File: src/rtl/ramdrain.sv
`default_nettype none
// ============================================================================
//  Module   : ramdrain
//  Purpose  : Reader side of the capture buffer. On start, reads all DEPTH
//             entries of a synchronous-read RAM in address order and streams
//             them out over a valid/ready handshake. A 2-entry skid FIFO
//             plus a credit rule keeps full throughput while tolerating
//             arbitrary backpressure.
//  Ports    : clk_adc   - clock, all logic on rising edge
//             reset     - synchronous, active-high
//             start     - drain request, honoured only in IDLE
//             rd_en     - RAM read strobe
//             rd_addr   - RAM read address
//             rd_data   - RAM read data, valid the cycle after rd_en
//             out_data  - sample at FIFO head (0 when empty)
//             out_valid - out_data valid
//             out_ready - consumer accept
//             out_last  - head sample came from address DEPTH-1
//             busy      - high while streaming
//             done      - one-cycle pulse after the last sample is accepted
//  Revision : 1.0 - initial release
// ============================================================================
module ramdrain #(
  parameter int DEPTH  = 160,
  parameter int DATA_W = 8,
  parameter int ADDR_W = 8
) (
  input  logic              clk_adc,
  input  logic              reset,
  input  logic              start,
  output logic              rd_en,
  output logic [ADDR_W-1:0] rd_addr,
  input  logic [DATA_W-1:0] rd_data,
  output logic [DATA_W-1:0] out_data,
  output logic              out_valid,
  input  logic              out_ready,
  output logic              out_last,
  output logic              busy,
  output logic              done
);

  localparam int CNT_W = $clog2(DEPTH + 1);
  localparam logic [CNT_W-1:0]  c_depth_cnt = CNT_W'(DEPTH);
  localparam logic [CNT_W-1:0]  c_last_cnt  = CNT_W'(DEPTH - 1);
  localparam logic [ADDR_W-1:0] c_last_addr = ADDR_W'(DEPTH - 1);

  typedef enum logic [0:0] {
    S_IDLE   = 1'b0,
    S_STREAM = 1'b1
  } state_t;

  state_t r_state;
  state_t w_state_next;

  logic [CNT_W-1:0]  r_issued;
  logic [CNT_W-1:0]  r_accepted;
  logic [ADDR_W-1:0] r_rd_addr;
  logic              r_inflight;
  logic              r_inflight_last;
  logic              r_done;

  // 2-entry skid FIFO: data plus a flag marking the sample from DEPTH-1
  logic [DATA_W-1:0] r_fifo_data [2];
  logic              r_fifo_last [2];
  logic              r_wr_ptr;
  logic              r_rd_ptr;
  logic [1:0]        r_count;

  logic              w_pop;
  logic              w_push;
  logic              w_credit;
  logic              w_start_drain;
  logic              w_final_pop;

  assign out_valid = (r_count != 2'd0);
  assign w_pop     = out_valid & out_ready;
  assign w_push    = r_inflight;

  // A read may issue only if, after this cycle's pop, the buffered plus
  // in-flight samples leave room in the 2-entry FIFO. The pop is added on
  // the right-hand side so the arithmetic never goes negative.
  assign w_credit = (({1'b0, r_count} + {2'b00, r_inflight}) < (3'd2 + {2'b00, w_pop}));

  assign rd_en    = (r_state == S_STREAM) && (r_issued < c_depth_cnt) && w_credit;
  assign rd_addr  = r_rd_addr;
  assign out_data = out_valid ? r_fifo_data[r_rd_ptr] : '0;
  assign out_last = out_valid & r_fifo_last[r_rd_ptr];
  assign busy     = (r_state == S_STREAM);
  assign done     = r_done;

  // Next-state logic
  always_comb begin
    w_state_next  = r_state;
    w_start_drain = 1'b0;
    w_final_pop   = 1'b0;
    case (r_state)
      S_IDLE: begin
        if (start) begin
          w_state_next  = S_STREAM;
          w_start_drain = 1'b1;
        end
      end
      S_STREAM: begin
        if (w_pop && (r_accepted == c_last_cnt)) begin
          w_state_next = S_IDLE;
          w_final_pop  = 1'b1;
        end
      end
      default: w_state_next = S_IDLE;
    endcase
  end

  // State register
  always_ff @(posedge clk_adc) begin
    if (reset) begin
      r_state <= S_IDLE;
      r_done  <= 1'b0;
    end else begin
      r_state <= w_state_next;
      r_done  <= w_final_pop;
    end
  end

  // Read issue and in-flight tracking; reset drops any outstanding read
  always_ff @(posedge clk_adc) begin
    if (reset) begin
      r_issued        <= '0;
      r_rd_addr       <= '0;
      r_inflight      <= 1'b0;
      r_inflight_last <= 1'b0;
    end else if (w_start_drain) begin
      r_issued        <= '0;
      r_rd_addr       <= '0;
      r_inflight      <= 1'b0;
      r_inflight_last <= 1'b0;
    end else begin
      r_inflight      <= rd_en;
      r_inflight_last <= rd_en && (r_rd_addr == c_last_addr);
      if (rd_en) begin
        r_issued <= r_issued + CNT_W'(1);
        // Saturate at the final address rather than wrapping
        if (r_rd_addr != c_last_addr) begin
          r_rd_addr <= r_rd_addr + ADDR_W'(1);
        end
      end
    end
  end

  // Skid FIFO and accepted-sample counter
  always_ff @(posedge clk_adc) begin
    if (reset || w_start_drain) begin
      r_fifo_data[0] <= '0;
      r_fifo_data[1] <= '0;
      r_fifo_last[0] <= 1'b0;
      r_fifo_last[1] <= 1'b0;
      r_wr_ptr       <= 1'b0;
      r_rd_ptr       <= 1'b0;
      r_count        <= 2'd0;
      r_accepted     <= '0;
    end else begin
      if (w_push) begin
        r_fifo_data[r_wr_ptr] <= rd_data;
        r_fifo_last[r_wr_ptr] <= r_inflight_last;
        r_wr_ptr              <= ~r_wr_ptr;
      end
      if (w_pop) begin
        r_rd_ptr   <= ~r_rd_ptr;
        r_accepted <= r_accepted + CNT_W'(1);
      end
      case ({w_push, w_pop})
        2'b10:   r_count <= r_count + 2'd1;
        2'b01:   r_count <= r_count - 2'd1;
        default: r_count <= r_count;
      endcase
    end
  end

endmodule
`default_nettype wire
File: config.mk
export PLATFORM = sky130hd
export DESIGN_NAME = ramdrain
export DESIGN_NICKNAME = d
export VERILOG_FILES = /design/src/rtl/ramdrain.sv
export SDC_FILE = /design/constraint.sdc
export NUM_CORES = 1
export LEC_CHECK = 0
export ABC_AREA = 1
export BUFFER_PORTS_ARGS = -buffer_cell sky130_fd_sc_hd__clkbuf_2
export CAP_MARGIN = 40
export CELL_PAD_IN_SITES_DETAIL_PLACEMENT = 0
export CELL_PAD_IN_SITES_GLOBAL_PLACEMENT = 2
export CORE_ASPECT_RATIO = 1.1
export CORE_MARGIN = 10
export CORE_UTILIZATION = 30
export DETAILED_ROUTE_END_ITERATION = 8
export PLACE_DENSITY = 0.82
export SYNTH_ARGS = -nofsm -noshare
export SYNTH_HDL_FRONTEND = slang
export SYNTH_SLANG_ARGS = --single-unit
File: constraint.sdc
create_clock -name clk_adc -period 4.05 [get_ports clk_adc]
set_input_delay 0 -clock clk_adc [delete_from_list [all_inputs] [get_ports clk_adc]]
set_output_delay 0 -clock clk_adc [all_outputs]
set_load 0.03 [all_outputs]
==> metrics.txt <==
status finished clean; Final Max Slew Viols 0; Final #Nets 364; antenna diode count 0; DRC 0; total gr overflow 0; largest net degree at the start of global routing 22; Mapped Cells 308; register area share after synthesis 49.6%; sequential share of power 57.0%; min Tclk post-route 1920 ps; Slew @ Worst Pin 527 ps; Max Root-Sink Buffers 2; Worst Hold Launch rd_data[0]; first-pass GRT wire length 9.05 mm; DR iter-0 viols 88; WP data required 4050 ps; most frequent cells in the layout 72 x nand2_1, 53 x nor2_1, 37 x inv_1; syn nets 326; final setup fails 0; Yosys Warn Count 0; sw frac 28.0%; number of global-route vias before repair 1924; Root Driver clkbuf_8; die height 114 um; Critical R2R Capture r_count[1]$_SDFFE_PP0P_; cell area after layout 2820 um^2; r2r worst-path depth 7; r2r setup slk 2170 ps; fmax 0.521 GHz; pwr dens 350 nW/um^2; period utilization 47.4%; share of cells above drive strength 1 15.6%; Rel. slew slack 64.8%; Worst Hold Class in2reg; proportion of power drawn by the clock network 31.5%; total I/O pin count 33; max cap viols 0; DRT Pass-1 Iters 4; final RePlAce weighted congestion 0.743; Worst Hold Path Cells 3; commonest non-fill, non-tap cell in the layout nand2_1; dpl ws 2170 ps; Worst-Skew Late Latency 310 ps; Buffers on Ports 32; Clock Skew 6.64 ps; routed wire length 5.18 mm; Tot Pwr 0.988 mW; combinational group share of total power 11.5%; Final Core Density 35.7%; switching power 0.276 mW; DP HPWL 3.79 mm; Critical Path Fanout Max 13; Post-synth EDFFs 18; critical path endpoint category primary output; crit path DAT 1920 ps; Main synth FF type dfxtp_1; area post-placement 2700 um^2; syn avg cell area 7.87 um^2; R2R Path Start r_count[0]$_SDFFE_PP0P_; Setup CP Type reg2out; P&R area growth vs syn 16.5%; CTS sink count 51; routed len/inst 11.4 um; setup bufs post-CTS 0; Die ar. 12100 um^2; ys async rst share 0%; setup ws final 2130 ps; Mapped Area 2420 um^2; Initial Util 30.6%; CTS tree done; Unique masters post-synth 28; peak supply drop 140 uV; DRT antenna net count 0; setup_tns 0 ps; Seq cells post-synth 51; Internal 0.712 mW; Pleak 1.16 nW; total core area 7910 um^2; via count 1972; RSZ-0062 raised after global routing false; initial antenna violation count 0; Via density 4.33; Reg clk slew, reported paths 100 ps; CTS buffer count 5; Site Rows 34; Die Width 106 um; H-tree depth 2; CP Launch Point r_count[0]$_SDFFE_PP0P_; Final Hold Viols 0; Critical Path Source Type flip-flop; Global Route Usage Sum 8.95%; Min-Delay Endpoint r_fifo_data[0][0]$_SDFFCE_PN0P_
==> worst max-delay path, cell delays in order, from the launching register on <==
cell	delay, ps
dfxtp_1	380
ha_1	210
ha_1	180
nor2_1	130
nand2_1	100
a21oi_4	340
clkbuf_2	280
==> cell families (layout without fill, tap and decap cells) <==
logic type      after synthesis  count (layout)  share of synthesized area (%)
fa+ha+maj                     6               6                           3.10
simple gates                159             159                           28.7
compound gates               43              43                           9.65
xor+xnor                      5               5                           1.81
buf+inv                      44              83                           7.23
flops                        51              51                           49.6
==> final cells by class <==
type	count	area, um^2
clock buffers	5	68.8
clock inverters	3	26.3
fillers	867	5090
inverters	39	146
multi-input cells	213	1050
flip-flops and latches	51	1200
well taps	108	135
repair buffers	36	198
==> layer usage <==
metal / global-route usage, % / part of all wire [%]
met1: 11.1 / 50
met2: 14.3 / 44
met3: 3.04 / 5.3
met4: 2.89 / 0.93
met5: 0 / 0
==> stage by stage <==
stage,cells,hold slack [ps]
floorplan,308,76.8
global placement,444,220
detailed placement,444,227
CTS,455,0.723
global route,455,8.93
finish,455,11.6
==> synth_stat cells, types with 3 or more instances <==
cell | number | area, um^2
nand4_1 | 3 | 18.8
nand2_1 | 72 | 270
dfxtp_1 | 33 | 661
nand3_1 | 14 | 70.1
ha_1 | 6 | 75.1
a21oi_1 | 29 | 145
edfxtp_1 | 18 | 541
nor2_1 | 53 | 199
inv_1 | 37 | 139
o21ai_0 | 10 | 50.1
xor2_1 | 5 | 43.8
nor3_1 | 6 | 30.0
==> flip-flops by register name, indices dropped and copies added, names as in the netlist, named ones only <==
name and count:
busy 1, done 1, r_accepted 8, r_count 2, r_fifo_data 16, r_fifo_last 2, r_inflight 1, r_inflight_last 1
r_issued 8, r_rd_ptr 1, r_wr_ptr 1, rd_addr 8
==> how the worst max path moves through the flow <==
| stage | to | slack (ps) | cells past startpoint |
|---|---|---|---|
| after floorplan | r_fifo_data[0][0]$_SDFFCE_PN0P_ | 2330 | 5 |
| after CTS | rd_en | 2100 | 6 |
| after global placement | r_fifo_data[1][2]$_SDFFCE_PN0P_ | 2220 | 5 |
| after global routing | rd_en | 1950 | 6 |
| final | rd_en | 2130 | 6 |
| after detailed placement | r_count[1]$_SDFFE_PP0P_ | 2170 | 7 |
==> what timing repair did <==
action / 4_1_cts / 5_1_grt
resized for setup: 0 / 0
endpoints found under the hold margin: 4 / 0
hold buffers: 3 / 0
==> power groups by stage <==
| stage | combinational, mW | sequential, mW | clock, mW |
|---|---|---|---|
| after floorplan | 0.0774 | 0.578 | 0 |
| after global placement | 0.114 | 0.574 | 0 |
| after detailed placement | 0.114 | 0.575 | 0 |
| after CTS | 0.116 | 0.563 | 0.326 |
| after global routing | 0.130 | 0.566 | 0.344 |
| final | 0.114 | 0.563 | 0.312 |
(Power assumes the default switching activity.)
